$ cat src/rtl/uart_pkg.sv
// Shared UART definitions: receiver state encoding, data width and the
// baud divider helper used by both uart_rx and uart_tx.
package uart_pkg;

   localparam int DATA_BITS = 8;

   typedef enum logic [2:0] {
      IDLE,
      START,
      DATA,
      PARITY,
      STOP,
      WAIT_IDLE
   } rx_state_t;

   function automatic int clks_per_bit(input int freq, input int baud);
      return freq / baud;
   endfunction

endpackage

$ cat src/rtl/uart_rx_sync_fifo.sv
// sync_fifo: single-clock first-word-fall-through FIFO with an explicit
// occupancy counter; a push while full is accepted only alongside a pop.
module sync_fifo #(
   parameter int WIDTH = 8,
   parameter int DEPTH = 64
) (
   input  logic                     clk,
   input  logic                     rst_n,
   input  logic                     push,
   input  logic [WIDTH-1:0]         din,
   input  logic                     pop,
   output logic [WIDTH-1:0]         dout,
   output logic                     empty,
   output logic                     full,
   output logic [$clog2(DEPTH):0]   count
);

   localparam int AW = $clog2(DEPTH);
   localparam logic [AW:0] FULL_CNT = (AW+1)'(DEPTH);

   logic [WIDTH-1:0] mem [DEPTH];
   logic [AW-1:0]    wr_ptr;
   logic [AW-1:0]    rd_ptr;
   logic             do_push;
   logic             do_pop;

   assign empty   = (count == '0);
   assign full    = (count == FULL_CNT);
   assign do_pop  = pop & ~empty;
   assign do_push = push & (~full | do_pop);
   // Empty FIFO presents zero so the head reads as its reset value.
   assign dout    = empty ? '0 : mem[rd_ptr];

   always_ff @(posedge clk) begin
      if (do_push) mem[wr_ptr] <= din;
   end

   always_ff @(posedge clk or negedge rst_n) begin
      if (!rst_n) begin
         wr_ptr <= '0;
         rd_ptr <= '0;
         count  <= '0;
      end else begin
         if (do_push) wr_ptr <= wr_ptr + 1'b1;
         if (do_pop)  rd_ptr <= rd_ptr + 1'b1;
         if (do_push && !do_pop)
            count <= count + 1'b1;
         else if (do_pop && !do_push)
            count <= count - 1'b1;
      end
   end

endmodule

$ cat src/rtl/uart_rx.sv
// uart_rx: 8N1 serial receiver into a byte FIFO with data_ready/read_ack handshake.
// Defining UART_RX_PARITY_EN switches to 8E1 and adds the parity_error output.
//
// state     | meaning
// IDLE      | line idle, waiting for rx_s low
// START     | half-bit wait, then confirm the start bit is still low
// DATA      | sample 8 data bits, LSB first, one per bit period
// PARITY    | sample even-parity bit (parity build only)
// STOP      | sample stop bit; push byte or flag framing error
// WAIT_IDLE | stop bit was low; hold until the line returns high
module uart_rx
   import uart_pkg::*;
#(
   parameter int CLOCK_FREQUENCY = 27000000,
   parameter int BAUD_RATE       = 115200,
   parameter int FIFO_DEPTH      = 64
) (
   input  logic                          clk,
   input  logic                          rst_n,
   input  logic                          rx,
   input  logic                          read_ack,
   input  logic                          clear_errors,
   output logic                          data_ready,
   output logic [7:0]                    rx_data,
   output logic [$clog2(FIFO_DEPTH):0]   fifo_count,
   output logic                          framing_error,
`ifdef UART_RX_PARITY_EN
   output logic                          parity_error,
`endif
   output logic                          overrun
);

   localparam int CPB = clks_per_bit(CLOCK_FREQUENCY, BAUD_RATE);
   localparam int CW  = $clog2(CPB);
   localparam logic [CW-1:0] BIT_LOAD  = CW'(CPB - 1);
   localparam logic [CW-1:0] HALF_LOAD = CW'(CPB / 2 - 1);

   logic                 rx_meta;
   logic                 rx_s;
   rx_state_t            state;
   logic [CW-1:0]        cnt;
   logic [2:0]           bit_idx;
   logic [DATA_BITS-1:0] shreg;
   logic                 push_req;
   logic                 fifo_empty;
   logic                 fifo_full;
   logic                 pop;
`ifdef UART_RX_PARITY_EN
   logic                 parity_ok;
`endif

   always_ff @(posedge clk or negedge rst_n) begin
      if (!rst_n) begin
         rx_meta <= 1'b1;
         rx_s    <= 1'b1;
      end else begin
         rx_meta <= rx;
         rx_s    <= rx_meta;
      end
   end

   // cnt is a down-counter; every sample point is its terminal count.
   always_ff @(posedge clk or negedge rst_n) begin
      if (!rst_n) begin
         state         <= IDLE;
         cnt           <= '0;
         bit_idx       <= '0;
         shreg         <= '0;
         push_req      <= 1'b0;
         framing_error <= 1'b0;
`ifdef UART_RX_PARITY_EN
         parity_error  <= 1'b0;
         parity_ok     <= 1'b0;
`endif
      end else begin
         push_req      <= 1'b0;
         framing_error <= 1'b0;
`ifdef UART_RX_PARITY_EN
         parity_error  <= 1'b0;
`endif
         case (state)
            IDLE: begin
               if (!rx_s) begin
                  state <= START;
                  cnt   <= HALF_LOAD;
               end
            end
            START: begin
               if (cnt != '0) begin
                  cnt <= cnt - 1'b1;
               end else if (rx_s) begin
                  state <= IDLE;
               end else begin
                  state   <= DATA;
                  cnt     <= BIT_LOAD;
                  bit_idx <= '0;
               end
            end
            DATA: begin
               if (cnt != '0) begin
                  cnt <= cnt - 1'b1;
               end else begin
                  shreg   <= {rx_s, shreg[DATA_BITS-1:1]};
                  cnt     <= BIT_LOAD;
                  bit_idx <= bit_idx + 1'b1;
                  if (bit_idx == 3'(DATA_BITS - 1)) begin
`ifdef UART_RX_PARITY_EN
                     state <= PARITY;
`else
                     state <= STOP;
`endif
                  end
               end
            end
`ifdef UART_RX_PARITY_EN
            PARITY: begin
               if (cnt != '0) begin
                  cnt <= cnt - 1'b1;
               end else begin
                  parity_ok    <= ~(^{shreg, rx_s});
                  parity_error <= ^{shreg, rx_s};
                  cnt          <= BIT_LOAD;
                  state        <= STOP;
               end
            end
`endif
            STOP: begin
               if (cnt != '0) begin
                  cnt <= cnt - 1'b1;
               end else if (rx_s) begin
`ifdef UART_RX_PARITY_EN
                  push_req <= parity_ok;
`else
                  push_req <= 1'b1;
`endif
                  state    <= IDLE;
               end else begin
                  framing_error <= 1'b1;
                  state         <= WAIT_IDLE;
               end
            end
            WAIT_IDLE: begin
               if (rx_s) state <= IDLE;
            end
            default: state <= IDLE;
         endcase
      end
   end

   sync_fifo #(
      .WIDTH (DATA_BITS),
      .DEPTH (FIFO_DEPTH)
   ) u_fifo (
      .clk   (clk),
      .rst_n (rst_n),
      .push  (push_req),
      .din   (shreg),
      .pop   (read_ack),
      .dout  (rx_data),
      .empty (fifo_empty),
      .full  (fifo_full),
      .count (fifo_count)
   );

   assign data_ready = ~fifo_empty;
   assign pop        = read_ack & ~fifo_empty;

   // A push into a full FIFO survives only if a pop frees a slot that cycle.
   always_ff @(posedge clk or negedge rst_n) begin
      if (!rst_n)
         overrun <= 1'b0;
      else if (push_req && fifo_full && !pop)
         overrun <= 1'b1;
      else if (clear_errors)
         overrun <= 1'b0;
   end

endmodule

$ cat config.mk
export PLATFORM = sky130hd
export DESIGN_NAME = uart_rx
export DESIGN_NICKNAME = d
export VERILOG_FILES = /design/src/rtl/uart_pkg.sv /design/src/rtl/uart_rx_sync_fifo.sv /design/src/rtl/uart_rx.sv
export SDC_FILE = /design/constraint.sdc
export NUM_CORES = 1
export LEC_CHECK = 0
export BUFFER_PORTS_ARGS = -buffer_cell sky130_fd_sc_hd__clkbuf_2
export CORE_MARGIN = 2
export CORE_UTILIZATION = 55
export CTS_CLUSTER_DIAMETER = 30
export DETAILED_ROUTE_END_ITERATION = 10
export PLACE_DENSITY = 0.71
export SLEW_MARGIN = 20
export SYNTH_ARGS = -nofsm -noshare
export SYNTH_HDL_FRONTEND = slang
export SYNTH_HIERARCHICAL = 1
export SYNTH_SLANG_ARGS = --single-unit
$ cat constraint.sdc
create_clock -name clk -period 3.7 [get_ports clk]
set_clock_uncertainty 0.2 [all_clocks]
set_input_delay 0.185 -clock clk [delete_from_list [all_inputs] [get_ports clk]]
set_output_delay 0.185 -clock clk [all_outputs]
set_load 0.02 [all_outputs]
==> results.toml <==
[layout]
nNetsFinal = 1387
num_antenna_cells = 0
area.growth.synth_to_final_pct = 21.3
drive_gt1_share_pct = 28.8

[floorplanning]
die_h_um = 206
die_area_um2 = 42300
dieWidth_um = 206
floorplan.core_area_um2 = 39900
top_level_ports = 23
floorplan.initialDensity_pct = 56.0
placement_rows = 73

[power]
power.static_leakage_nw = 10.6
ir_drop_uv = 369
power_density_nw_per_um2 = 707

[setup_path]
worst-endpoint-required_ns = 3.31
start_kind = "register"
timing.critical_path.fanout_max = 15
timing.critical_path.arrival_ns = 3.20
criticalPathCategory = "reg2out"
critical_path.max_stage_delay_ns = 0.71
crit_top_cell = "sky130_fd_sc_hd__a21oi_1"
crit_path_end_kind = "output port"
timing.critical_path.slowest_stage_cell = "sky130_fd_sc_hd__or3b_2"
critical_path.cell_chain = "or3b_2, o221ai_1, a21oi_1, a21oi_1, a22o_1, clkbuf_2"

[yosys]
synth-edff-count = 512
synth_warnings = 6
netlist-cell-type-count = 68
netlist_area_before_placement_um2 = 22400
syn_nets = 1226
asyncSetResetFlopFracSynth_pct = 8.24
post_synthesis_sequential_area_ratio_pct = 73.9
ys_ff_latch = 558
syn-instance-count = 1207
ys_dominant_reg_cell = "sky130_fd_sc_hd__edfxtp_1"
postSynthAreaPerCell_um2 = 18.5

[detailed_routing]
drt_drc_violations_left = 0
drt-initial-drc-count = 1192
route.final.wire_length_mm = 50.4
num_vias = 12300
drt-wirelength-per-cell_um = 25.5
final_antenna_net_count = 0
drt-vias-per-instance = 6.20
detail_route.first_pass.iterations = 6

[clocking]
cts_tree = "yes"
ctsRootBufferMaster = "sky130_fd_sc_hd__clkbuf_16"
numCtsBuffers = 100
insertion_delay_ns = 0.63
ctsHtreeMaxLevel = 3
clock-sinks = 558
cts.clk_slew.worst_paths_ns = 0.05
cts_max_path_buffers = 3

[timing]
setup_viol = 0
postLayoutSetupSlackWorst_ns = 0.116
final_max_tran_viols = 0
timing.fmax_mhz = 279
worst_pin_slew_ns = 0.950
timing.setup.tns_ns = 0
fin_crit_ns = 3.58
max-slew-margin-rel_pct = 36.6
rsz_0062_raised_after_global_routing = "no"
final_min_period_over_clock_period_pct = 96.9
final-hold-violation-count = 0

[global_routing]
grt_usage_pct = 24.6
number_of_global_route_vias_before_repair = 12400
grt_max_degree = 67
global_route.usage.met3_pct = 5.21
first_pass_grt_wire_length_mm = 75.7
grt.met2_usage_pct = 39.0
grt.busiest_layer = "met2"
global_route.usage.met1_pct = 34.4
grt.overflow.total = 0
grt_antenna_before_repair = 0

[placement]
half_perimeter_wire_length_after_detailed_placement_mm = 29.2
dp_worst_setup_slack_ns = 0.182
placement.io_buffers = 22
gpl.final_weighted_congestion = 0.836

[flow_run]
cap_violations = 0

[min_path]
worst_hold_path_type = "in2async"

[status]
outcome = "finished, final reports clean"
timing repair:
action                                  in CTS  in global routing
buffers inserted                             0                  7
hold buffers                                 6                  0
endpoints found under the setup margin       0                 10
gates resized for setup                      0                  4
hold endpoints to repair                    42                  0
cells by family (layout without fill, tap and decap cells):
family / count (synthesis) / count (layout) / share of synthesized area [%]
buf+inv: 88 / 335 / 1.90
flops: 558 / 558 / 73.9
compound gates: 177 / 177 / 5.55
simple gates: 184 / 184 / 4.08
mux: 173 / 173 / 13.2
fa+ha+maj: 14 / 14 / 0.817
xor+xnor: 13 / 13 / 0.509
cell type report:
cell class	instances	area, um2
sequential	558	16600
fill	2510	12800
multi-input combinational	561	5410
clock buffer	113	2630
timing repair buffer	127	980
clock inverter	75	807
tap	525	657
inverter	20	75.1
critical path, delay by kind of cell (launching register included):
kind,cells,cell delay [ns]
AOI/OAI and AO/OA,4,1.05
buffers and inverters,1,0.19
DFF,1,0.61
and+or+nand+nor,1,0.71
sequential cells by signal, indices dropped and copies added (netlist names), 3 cells and up:
| name | flops |
|---|---|
| u_fifo/mem | 512 |
| cnt | 8 |
| shreg | 8 |
| u_fifo/count | 7 |
| u_fifo/rd_ptr | 6 |
| u_fifo/wr_ptr | 6 |
| bit_idx | 3 |
| state | 3 |
final timing paths:
| check | from | endpoint | slack, ns | depth (start not counted) |
|---|---|---|---|---|
| max in group asynchronous | rst_n | push_req | 2.52 | 3 |
| setup reg to reg | u_fifo/count[0] | u_fifo/count[6] | 0.26 | 13 |
| min in group clk | rx_meta | rx_s | 0.16 | 0 |
| hold reg to reg | rx_meta | rx_s | 0.16 | 0 |
| hold / removal | rst_n | cnt[7] | 0.05 | 2 |
| setup / recovery | u_fifo/rd_ptr[3] | rx_data[7] | 0.12 | 6 |
cell usage after synthesis (all sizes together), types with 2 or more instances:
cell	number	area, um2
a21boi	3	22.5
a21oi	40	200
dfstp	2	52.6
nor2	80	300
nor3b	5	47.5
a41oi	3	33.8
mux2i	66	661
nand3	9	45.0
o311a	2	20.0
and3	4	25.0
and2	3	18.8
edfxtp	512	15400
nor2b	7	43.8
nand3b	6	45.0
inv	20	75.1
o221ai	16	140
mux4	96	2160
a31oi	4	25.0
or3b	4	35.0
dfrtp	44	1100
xnor2	9	78.8
nand2	44	168
a22o	8	70.1
ha	13	163
mux2	11	128
xor2	4	35.0
o211ai	2	15.0
o31ai	3	22.5
or4	4	37.5
buf	39	240
o22ai	19	125
nor3	4	31.3
nand2b	4	25.0
o21ai	12	60.1
a22oi	35	263
a211oi	19	143
nor4	3	40.0
o22a	2	17.5
nand4	3	18.8
clkbuf	29	109
routing by layer:
| layer | share of wire (%) | vias up |
|---|---|---|
| met5 | 0 | - |
| met4 | 2.6 | 0 |
| met3 | 8.8 | 108 |
| met2 | 48 | 603 |
| met1 | 40 | 6280 |
| li1 | - | 5276 |
layout by cell type (no fill, tap or decap), types with 13 or more instances in the layout:
cell type	count
sky130_fd_sc_hd__dfrtp_1	34
sky130_fd_sc_hd__a211oi_1	19
sky130_fd_sc_hd__o221ai_1	16
sky130_fd_sc_hd__mux4_2	96
sky130_fd_sc_hd__clkinv_1	19
sky130_fd_sc_hd__a21oi_1	40
sky130_fd_sc_hd__edfxtp_1	512
sky130_fd_sc_hd__a22oi_1	35
sky130_fd_sc_hd__ha_1	13
sky130_fd_sc_hd__mux2i_1	66
sky130_fd_sc_hd__buf_4	94
sky130_fd_sc_hd__o22ai_1	18
sky130_fd_sc_hd__nor2_1	79
sky130_fd_sc_hd__inv_1	20
sky130_fd_sc_hd__clkbuf_2	22
sky130_fd_sc_hd__clkbuf_16	104
sky130_fd_sc_hd__nand2_1	43
sky130_fd_sc_hd__bufinv_16	13
where the power goes:
group          internal, mW  leakage (nW)  switching, mW  total (mW)
sequential             6.88          6.53          0.235        7.12
clock                  6.02          1.65           3.08        9.11
combinational          1.15          2.38           1.79        2.94
total                  14.1          10.6           5.11        19.2
per-stage QoR:
stage / hold WS, ns / utilization (%) / instances / cell area (um2) / total power [mW]
floorplan: -0.311 / - / 1207 / 22400 / 9.17
global placement: 0.0732 / 58.9 / 1777 / 23500 / 10.0
detailed placement: 0.0745 / 58.9 / 1777 / 23500 / 10.0
CTS: 0.0480 / 67.7 / 1971 / 27000 / 19.2
global route: 0.134 / 67.9 / 1979 / 27100 / 19.7
finish: 0.0484 / 67.9 / 1979 / 27100 / 19.2
No activity file was read; power rests on OpenSTA's default activity.
